===== src/rtl/frame_buffer_dbl_if.sv =====
// Byte stream handshake into the double-buffered frame store.
interface frame_buffer_dbl_if;
    logic [7:0] in_data;
    logic       in_valid;
    logic       in_ready;

    modport master (output in_data, output in_valid, input in_ready);
    modport slave  (input in_data, input in_valid, output in_ready);
endinterface


===== src/rtl/frame_buffer_dbl.sv =====
// Double-buffered LED frame store: framed byte stream in, tear-free swap on scan frame_end.
// Optional trailing XOR checksum byte when FB_CHECKSUM_EN is defined.
module frame_buffer_dbl #(
    parameter int         MATRIX_W    = 16,
    parameter int         MATRIX_H    = 16,
    parameter int         COLOR_DEPTH = 8,
    parameter logic [7:0] SYNC_BYTE   = 8'hA5,
    parameter int         TIMEOUT_CYC = 100000,
    parameter int         AW          = $clog2(MATRIX_W * MATRIX_H)
) (
    input  logic                   clk,
    input  logic                   rst_n,
    frame_buffer_dbl_if.slave      stream,
    input  logic                   frame_end,
    input  logic [AW-1:0]          read_addr,
    output logic [COLOR_DEPTH-1:0] pixel_data,
    output logic [1:0]             state,
    output logic                   frame_swapped,
    output logic                   err_timeout,
    output logic [15:0]            frame_count
`ifdef FB_CHECKSUM_EN
    ,
    output logic                   err_csum
`endif
);

    localparam int NPIX = MATRIX_W * MATRIX_H;
    localparam int BPP  = (COLOR_DEPTH + 7) / 8;
    localparam int BW   = BPP * 8;
    localparam int TW   = $clog2(TIMEOUT_CYC + 1);

    typedef enum logic [1:0] {
        IDLE    = 2'b00,
        RECV    = 2'b01,
        PENDING = 2'b10,
        CHECK   = 2'b11
    } state_t;

`ifdef FB_CHECKSUM_EN
    localparam state_t AFTER_PAYLOAD = CHECK;
`else
    localparam state_t AFTER_PAYLOAD = PENDING;
`endif

    state_t                 st, st_next;
    logic [AW-1:0]          write_addr;
    logic [1:0]             byte_idx;
    logic [BW-1:0]          asm_q, asm_next;
    logic [TW-1:0]          tmo_cnt;
    logic                   buffer_sel, front_valid;
    logic                   ready, accept, sync_hit, pix_we, swap, tmo_hit, tmo_expired;
    logic                   in_range;
    logic [COLOR_DEPTH-1:0] rd_word;
    logic [COLOR_DEPTH-1:0] mem0 [NPIX];
    logic [COLOR_DEPTH-1:0] mem1 [NPIX];
`ifdef FB_CHECKSUM_EN
    logic [7:0]             csum;
    logic                   csum_bad;
`endif

`ifdef FB_CHECKSUM_EN
    assign ready = (st == IDLE) || (st == RECV) || (st == CHECK);
`else
    assign ready = (st == IDLE) || (st == RECV);
`endif
    assign stream.in_ready = ready;
    assign accept          = stream.in_valid && ready;
    assign state           = st;
    assign asm_next        = BW'({asm_q, stream.in_data});
    assign tmo_expired     = (tmo_cnt == TW'(TIMEOUT_CYC - 1));

    always_ff @(posedge clk or negedge rst_n) begin
        if (!rst_n) st <= IDLE;
        else        st <= st_next;
    end

    always_comb begin
        st_next  = st;
        sync_hit = 1'b0;
        pix_we   = 1'b0;
        swap     = 1'b0;
        tmo_hit  = 1'b0;
`ifdef FB_CHECKSUM_EN
        csum_bad = 1'b0;
`endif
        case (st)
            IDLE: begin
                if (accept && stream.in_data == SYNC_BYTE) begin
                    sync_hit = 1'b1;
                    st_next  = RECV;
                end
            end
            RECV: begin
                if (accept) begin
                    if (byte_idx == 2'(BPP - 1)) begin
                        pix_we = 1'b1;
                        if (write_addr == AW'(NPIX - 1)) st_next = AFTER_PAYLOAD;
                    end
                end else if (tmo_expired) begin
                    tmo_hit = 1'b1;
                    st_next = IDLE;
                end
            end
            PENDING: begin
                if (frame_end) begin
                    swap    = 1'b1;
                    st_next = IDLE;
                end
            end
`ifdef FB_CHECKSUM_EN
            CHECK: begin
                if (accept) begin
                    if (stream.in_data == csum) begin
                        st_next = PENDING;
                    end else begin
                        csum_bad = 1'b1;
                        st_next  = IDLE;
                    end
                end else if (tmo_expired) begin
                    tmo_hit = 1'b1;
                    st_next = IDLE;
                end
            end
`endif
            default: st_next = IDLE;
        endcase
    end

    assign in_range = {1'b0, read_addr} < (AW + 1)'(NPIX);
    assign rd_word  = buffer_sel ? mem1[read_addr] : mem0[read_addr];

    always_ff @(posedge clk or negedge rst_n) begin
        if (!rst_n) begin
            write_addr    <= '0;
            byte_idx      <= '0;
            asm_q         <= '0;
            tmo_cnt       <= '0;
            buffer_sel    <= 1'b0;
            front_valid   <= 1'b0;
            frame_count   <= '0;
            frame_swapped <= 1'b0;
            err_timeout   <= 1'b0;
            pixel_data    <= '0;
`ifdef FB_CHECKSUM_EN
            csum          <= '0;
            err_csum      <= 1'b0;
`endif
        end else begin
            frame_swapped <= swap;
            err_timeout   <= tmo_hit;
`ifdef FB_CHECKSUM_EN
            err_csum      <= csum_bad;
`endif
            if (sync_hit) begin
                write_addr <= '0;
                byte_idx   <= '0;
                tmo_cnt    <= '0;
`ifdef FB_CHECKSUM_EN
                csum       <= '0;
`endif
            end else if (st == RECV || st == CHECK) begin
                tmo_cnt <= accept ? '0 : tmo_cnt + TW'(1);
                if (st == RECV && accept) begin
                    asm_q <= asm_next;
`ifdef FB_CHECKSUM_EN
                    csum  <= csum ^ stream.in_data;
`endif
                    if (byte_idx == 2'(BPP - 1)) begin
                        byte_idx   <= '0;
                        write_addr <= write_addr + AW'(1);
                    end else begin
                        byte_idx <= byte_idx + 2'd1;
                    end
                end
            end
            if (swap) begin
                buffer_sel  <= ~buffer_sel;
                front_valid <= 1'b1;
                frame_count <= frame_count + 16'd1;
            end
            pixel_data <= (front_valid && in_range) ? rd_word : '0;
        end
    end

    // buffer_sel names the front bank; only the other bank is ever written.
    always_ff @(posedge clk) begin
        if (pix_we) begin
            if (buffer_sel) mem0[write_addr] <= asm_next[COLOR_DEPTH-1:0];
            else            mem1[write_addr] <= asm_next[COLOR_DEPTH-1:0];
        end
    end

endmodule


===== src/flat_wrapper.sv =====
// flat-port wrapper written by rule: the top's interface ports become plain ports
module frame_buffer_dbl_flat 
#(
    parameter int         MATRIX_W    = 16,
    parameter int         MATRIX_H    = 16,
    parameter int         COLOR_DEPTH = 8,
    parameter logic [7:0] SYNC_BYTE   = 8'hA5,
    parameter int         TIMEOUT_CYC = 100000,
    parameter int         AW          = $clog2(MATRIX_W * MATRIX_H)
)
  (clk, rst_n, frame_end, read_addr, pixel_data, state, frame_swapped, err_timeout, frame_count, stream_in_data, stream_in_valid, stream_in_ready);
  frame_buffer_dbl_if stream_i ();
  input  logic clk;
  input  logic rst_n;
  input  logic frame_end;
  input  logic [AW-1:0] read_addr;
  output logic [COLOR_DEPTH-1:0] pixel_data;
  output logic [1:0] state;
  output logic frame_swapped;
  output logic err_timeout;
  output logic [15:0] frame_count;
  input wire logic [$bits(stream_i.in_data)-1:0] stream_in_data;
  input wire logic [$bits(stream_i.in_valid)-1:0] stream_in_valid;
  output wire logic [$bits(stream_i.in_ready)-1:0] stream_in_ready;
  assign stream_i.in_data = stream_in_data;
  assign stream_i.in_valid = stream_in_valid;
  assign stream_in_ready = stream_i.in_ready;
  frame_buffer_dbl #(.MATRIX_W(MATRIX_W), .MATRIX_H(MATRIX_H), .COLOR_DEPTH(COLOR_DEPTH), .SYNC_BYTE(SYNC_BYTE), .TIMEOUT_CYC(TIMEOUT_CYC), .AW(AW)) u_core (.clk(clk), .rst_n(rst_n), .stream(stream_i), .frame_end(frame_end), .read_addr(read_addr), .pixel_data(pixel_data), .state(state), .frame_swapped(frame_swapped), .err_timeout(err_timeout), .frame_count(frame_count));
endmodule

===== config.mk =====
export PLATFORM = sky130hd
export DESIGN_NAME = frame_buffer_dbl_flat
export DESIGN_NICKNAME = d
export VERILOG_FILES = /design/src/rtl/frame_buffer_dbl_if.sv /design/src/rtl/frame_buffer_dbl.sv /design/src/flat_wrapper.sv
export SDC_FILE = /design/constraint.sdc
export NUM_CORES = 2
export LEC_CHECK = 0
export CORE_ASPECT_RATIO = 1.25
export CORE_MARGIN = 5
export CORE_UTILIZATION = 48
export CTS_BUF_LIST = sky130_fd_sc_hd__clkbuf_8
export DETAILED_ROUTE_END_ITERATION = 7
export GPL_ROUTABILITY_DRIVEN = 0
export MAX_ROUTING_LAYER = met4
export SYNTH_ARGS = -nofsm -noshare
export SYNTH_HDL_FRONTEND = slang
export SYNTH_SLANG_ARGS = --single-unit

===== constraint.sdc =====
create_clock -name clk -period 8.9 [get_ports clk]
set_input_delay 0.89 -clock clk [delete_from_list [all_inputs] [get_ports clk]]
set_output_delay 0.89 -clock clk [all_outputs]
set_load 0.01 [all_outputs]

Yosys cells after proc, flatten, opt, wreduce, memory -nomap -nowiden
Memories as Yosys holds them, arrays and structs flattened.
Index checks and enable logic that the tools add are counted.

word-level totals
  register bits = 57
  bits in writable memories = 4096
  memories = 2

operators by class
  $add $sub $neg = 4
  equality and inequality tests = 11
  multiplexer cells = 36
  bitwise gates (word level) = 1
  reduce and logical (&&, ||, !) cells = 13

memory list
  name         depth  width  rd ports  clocked after memory_dff  wr ports  RTL line                RTL
  u_core.mem0  256    8      1         0                         1         frame_buffer_dbl.sv:54  logic [COLOR_DEPTH-1:0] mem0 [NPIX];
  u_core.mem1  256    8      1         0                         1         frame_buffer_dbl.sv:55  logic [COLOR_DEPTH-1:0] mem1 [NPIX];

operator list
  cell                     count
  $mux W17                 3
  $mux W8                  6
  $mux W2                  10
  $add A17 B1 Y17 const B  1
  $eq A17 B17 Y1 const B   1
  $add A16 B1 Y16 const B  1
  $eq A8 B8 Y1 const B     2
  $mux W1                  16
  $add A8 B1 Y8 const B    1
  $ne A3 B3 Y1 const B     2
  $pmux W2 S3              1
  $reduce_bool A2 Y1       3
  $reduce_and A5 Y1        1
  $eq A2 B2 Y1 const B     2
  $logic_not A2 Y1         2
  $ne A2 B2 Y1 const B     2
  $logic_and A1 B1 Y1      3
  $ne A3 B1 Y1 const B     1
  $reduce_and A3 Y1        1
  $add A2 B1 Y2 const B    1
  $eq A2 B1 Y1 const B     1
  $logic_or A1 B1 Y1       2
  $reduce_and A2 Y1        1
  $not A1 Y1               1

Logic depth before layout (Yosys ltp)
  depth after elaboration = 8
  mapped depth = 13
  mapped depth without buffers = 7

Worst setup path after synthesis
No wires, ideal clock.

  path type = input port to flip-flop
  start point = input port read_addr[0]
  end point = register u_core.pixel_data[2]
  data arrival time = 2947 ps
  setup slack = 5811 ps
  cell stages on the path = 10
  path buffers = 4
  cells stage by stage = buf_6 -> buf_6 -> buf_6 -> buf_2 -> mux4_2 -> a221o_1 -> a21oi_1 -> nand4b_1 -> a22oi_1 -> o221ai_1

on the way
  longest elaborated chain between the ends = 3

RTL lines
  item                                       RTL line                 RTL
  start, declared                            flat_wrapper.sv:16       input logic [AW-1:0] read_addr;
  $mem_v2 Z256 W8, on equally long branches  -
  $mux W8 (*)                                frame_buffer_dbl.sv:130  assign rd_word = buffer_sel ? mem1[read_addr] : mem0[read_addr];
  $mux W8 (*)                                frame_buffer_dbl.sv:181  pixel_data <= (front_valid && in_range) ? rd_word : '0;
  end signal, assigned                       frame_buffer_dbl.sv:181
  end, declared                              frame_buffer_dbl.sv:16   output logic [COLOR_DEPTH-1:0] pixel_data,

Mark *: on every way between the ends. The rest lies on a longest branch, timed or not.
A chain may end at the register's enable or synchronous reset.

Worst setup path after layout
  start point = register u_core.st[0], in the netlist u_core.state[0]
  end point = memory u_core.mem0[19][3], enable pin

on the way
  longest elaborated chain between the ends = 7

RTL lines
  item                                                     RTL line                                        RTL
  start, declared                                          frame_buffer_dbl.sv:45                          state_t st, st_next;
  start signal, assigned                                   frame_buffer_dbl.sv:74                          else st <= st_next;
  $eq A2 B1 Y1 / $logic_not A2 Y1 (equally long branches)  frame_buffer_dbl.sv:64, frame_buffer_dbl.sv:86
  $logic_or A1 B1 Y1                                       frame_buffer_dbl.sv:64                          assign ready = (st == IDLE) || (st == RECV);
  $logic_and A1 B1 Y1                                      frame_buffer_dbl.sv:67                          assign accept = stream.in_valid && ready;
  $mux W1                                                  frame_buffer_dbl.sv:94                          if (accept) begin
  $mux W1 (*)                                              frame_buffer_dbl.sv:86                          case (st)
  $mux W1 (*)                                              frame_buffer_dbl.sv:187                         if (pix_we) begin
  $mux W1 (implied by the code) (*)                        frame_buffer_dbl.sv:188                         if (buffer_sel) mem0[write_addr] <= asm_next[COLOR_DEPTH-1:0];
  end, declared                                            frame_buffer_dbl.sv:54

Marked as above.

==> results_dict.tcl <==
set metrics [dict create \
    cts_tree "done" \
    worstSetupStartpoint "u_core.state[0]" \
    ys_seq_elements 4153 \
    drc 0 \
    ys.warnings.count 0 \
    r2r_setup_slack_ns 4.08 \
    reg2reg_depth 6 \
    setup_viol 0 \
    cap_violations 0 \
    synthCells 8111 \
    p_clk_share_pct 38.2 \
    grt_pass1_vias 84800 \
    syn_avg_cell_area_um2 20.0 \
    cts-htree-levels 6 \
    sequentialPowerShare_pct 56.2 \
    rsz0062_at_grt "no" \
    max_freq_ghz 0.208 \
    area_growth_pct 10.2 \
    nNetsFinal 8486 \
    r2r_end "u_core.mem0[19][3]" \
    holdPathStages 1 \
    power.density_nw_per_um2 214 \
    holdPathEnd "u_core.mem1[72][6]" \
    ios 49 \
    ant_nets 0 \
    grtUsageTotal_pct 26.1 \
    dpl.hpwl_mm 275 \
    fp.coreArea_um2 338000 \
    die_w_um 530 \
    synth-edff-count 4096 \
    synth_ff_type "edfxtp_1" \
    period_needed_ns 4.82 \
    p_total_mw 38.4 \
    stdcell_area_um2 179000 \
    seq_area_frac_synth_pct 76.6 \
    worstPathRequired_ns 9.57 \
    postCtsSetupBuffers 0 \
    cp.arrival_ns 5.49 \
    grt_max_degree 205 \
    cts-buffers-inserted 635 \
    numPortBuffers 48 \
    end_kind "register" \
    die_area_um2 350000 \
    clkSinkCount 4153 \
    wl_per_cell_um 33.4 \
    synth_nets 8139 \
    setup_ws_ns 4.08 \
    worstMarginPinSlew_ns 1.57 \
    drtPass1Iterations 5 \
    hold_viol_final 0 \
    grt_pass1_wl_mm 635 \
    ys_types 82 \
    path_clk_slew_ns 0.06 \
    drtIter0Drc 9740 \
    status "finished, violations left" \
    drive_above_1_share_pct 21.1 \
    violations "max-slew violations" \
    switching_share_pct 23.4 \
    place_ws_ns 3.35 \
    crit_type "reg2reg" \
    path_max_fanout 16 \
    slew-limit-headroom_pct -4.36 \
    wirelength_mm 449 \
    slew_viol_final 86 \
    start_kind "register" \
    insertion_delay_ns 1.11 \
    grt_antenna_before_repair 27 \
    finClkSkew_ns 0.0966 \
    synthArstFlopShare_pct 1.37 \
    place_area_um2 167000 \
    die_y_um 661 \
    cts_root_buf "clkbuf_8" \
    clock_path_buffers 4 \
    combPwrFrac_pct 5.6 \
    r2r_start "u_core.state[0]" \
    syn_area_um2 163000 \
    via_per_inst 6.20 \
    rows 239 \
    tns_ns 0 \
    p_switching_mw 8.97 \
    vias 83300 \
    start_util_pct 48.0 \
    grt_remaining_overflow 0 \
    peakVddDrop_mv 0.176 \
    hold_path.class "in2reg" \
    fin_crit_sh_pct 54.1 \
    p_leak_nw 56.6 \
    internal-power_mw 29.4 \
    hold_start "stream_in_data[6]" \
]
## registers in the layout, summed over array words and instances, names as in the netlist
signal	count
u_core.front_valid	1
u_core.frame_count	16
u_core.mem1	2048
u_core.buffer_sel	1
u_core.frame_swapped	1
u_core.write_addr	8
u_core.mem0	2048
u_core.byte_idx	2
u_core.state	2
u_core.pixel_data	8
u_core.err_timeout	1
u_core.tmo_cnt	17
## repair_timing
| action | in CTS | in global routing |
|---|---|---|
| gates resized for setup | 0 | 0 |
| hold endpoints to repair | 57 | 0 |
| hold buffers | 1 | 0 |
## synth_stat cells (all sizes together) (25+ instances only)
master	instances	area, µm²
buf	302	2280
mux2	72	811
edfxtp	4096	123000
a211oi	26	195
a21oi	108	541
and3	25	156
o21ai	80	400
o221ai	91	797
nor2	616	2320
mux4	768	17300
o22ai	53	332
mux2i	507	5070
nor2b	29	181
clkbuf	212	797
a22oi	212	1600
nand4	50	313
nor3	74	370
dfrtp	57	1430
a22o	28	245
nand3	122	611
or3	45	282
nand2	212	796
a221oi	42	374
## layout by cell type, fill, tap and decap left out, types with 11 or more instances in the layout
master / instances
diode_2: 25
clkinvlp_4: 14
or3_1: 45
a22o_1: 28
o22ai_1: 53
a41oi_1: 16
a22oi_1: 211
nand4_1: 50
nor2b_1: 21
buf_12: 22
bufinv_16: 12
nor2_1: 611
xor2_1: 20
mux2_2: 72
clkbuf_8: 659
nand3_1: 109
edfxtp_1: 4096
xnor2_1: 14
nand2b_1: 11
inv_1: 203
dfrtp_1: 57
o221ai_1: 91
nor3_1: 72
inv_6: 17
o21ai_0: 77
a211o_1: 12
clkinv_1: 145
clkinv_2: 71
mux2i_1: 507
a211oi_1: 26
clkdlybuf4s50_1: 32
mux4_2: 768
buf_4: 153
a31oi_1: 20
nand2_1: 212
and3_1: 25
a221oi_1: 41
a21oi_1: 108
## metal layers
layer	share of wire, %	global-route usage, %
met1	39	33.7
met4	4.5	10.1
met2	49	41.7
met5	0	-
met3	7.6	4.53
## how the worst max path moves through the flow
stage               cells past startpoint                    to  slack [ns]
detailed placement                     10  u_core.pixel_data[0]        3.35
global placement                       10  u_core.pixel_data[5]        3.20
floorplan                              10  u_core.pixel_data[2]        5.81
global route                            6    u_core.mem0[19][7]        3.87
CTS                                     6    u_core.mem0[19][6]        4.12
finish                                  6    u_core.mem0[19][3]        4.08
## power groups by stage
stage	registers (mW)	clock network [mW]	logic, mW
finish	21.6	14.6	2.16
global route	21.5	15.8	2.23
CTS	21.6	14.9	2.16
detailed placement	22.0	0	2.15
global placement	22.0	0	2.12
floorplan	21.9	0	1.07
## layout make-up
cell class | count | area, µm²
sequential | 4153 | 124000
clock buffer | 658 | 9060
multi-input combinational | 3433 | 35300
tap | 4458 | 5580
inverter | 11 | 45.0
timing repair buffer | 224 | 2150
antenna | 25 | 62.6
clock inverter | 468 | 2430
fill | 26300 | 159000
## worst max-delay path: stages, from the launching register on
cell and delay (ns):
dfrtp_1 0.53, inv_2 0.12, nor2_1 0.32, and3_1 0.51
and2_0 1.03, nand3_4 0.96, nor2_1 0.90
## cells by family after synthesis
| group | count (synthesis) | share of synthesized area (%) |
|---|---|---|
| flip-flops | 4153 | 76.6 |
| multiplexers | 1347 | 14.3 |
| AND/OR/NAND/NOR | 1275 | 3.57 |
| AO/OA/AOI/OAI | 769 | 3.43 |
| buffers and inverters | 525 | 1.92 |
| XOR/XNOR | 34 | 0.183 |
| adder cells (fa/ha/maj) | 8 | 0.0616 |
## through the flow
| stage | util (%) | hold slack (ns) | cells |
|---|---|---|---|
| 6_report | 52.9 | 0.194 | 13400 |
| 5_1_grt | 52.9 | 0.119 | 13400 |
| 4_1_cts | 52.9 | 0.0830 | 13400 |
| 3_5_place_dp | 49.5 | 0.460 | 12300 |
| 3_3_place_gp | 49.5 | 0.457 | 12300 |
| 2_1_floorplan | - | 0.454 | 8111 |
Power figures use the tool's default switching activity.
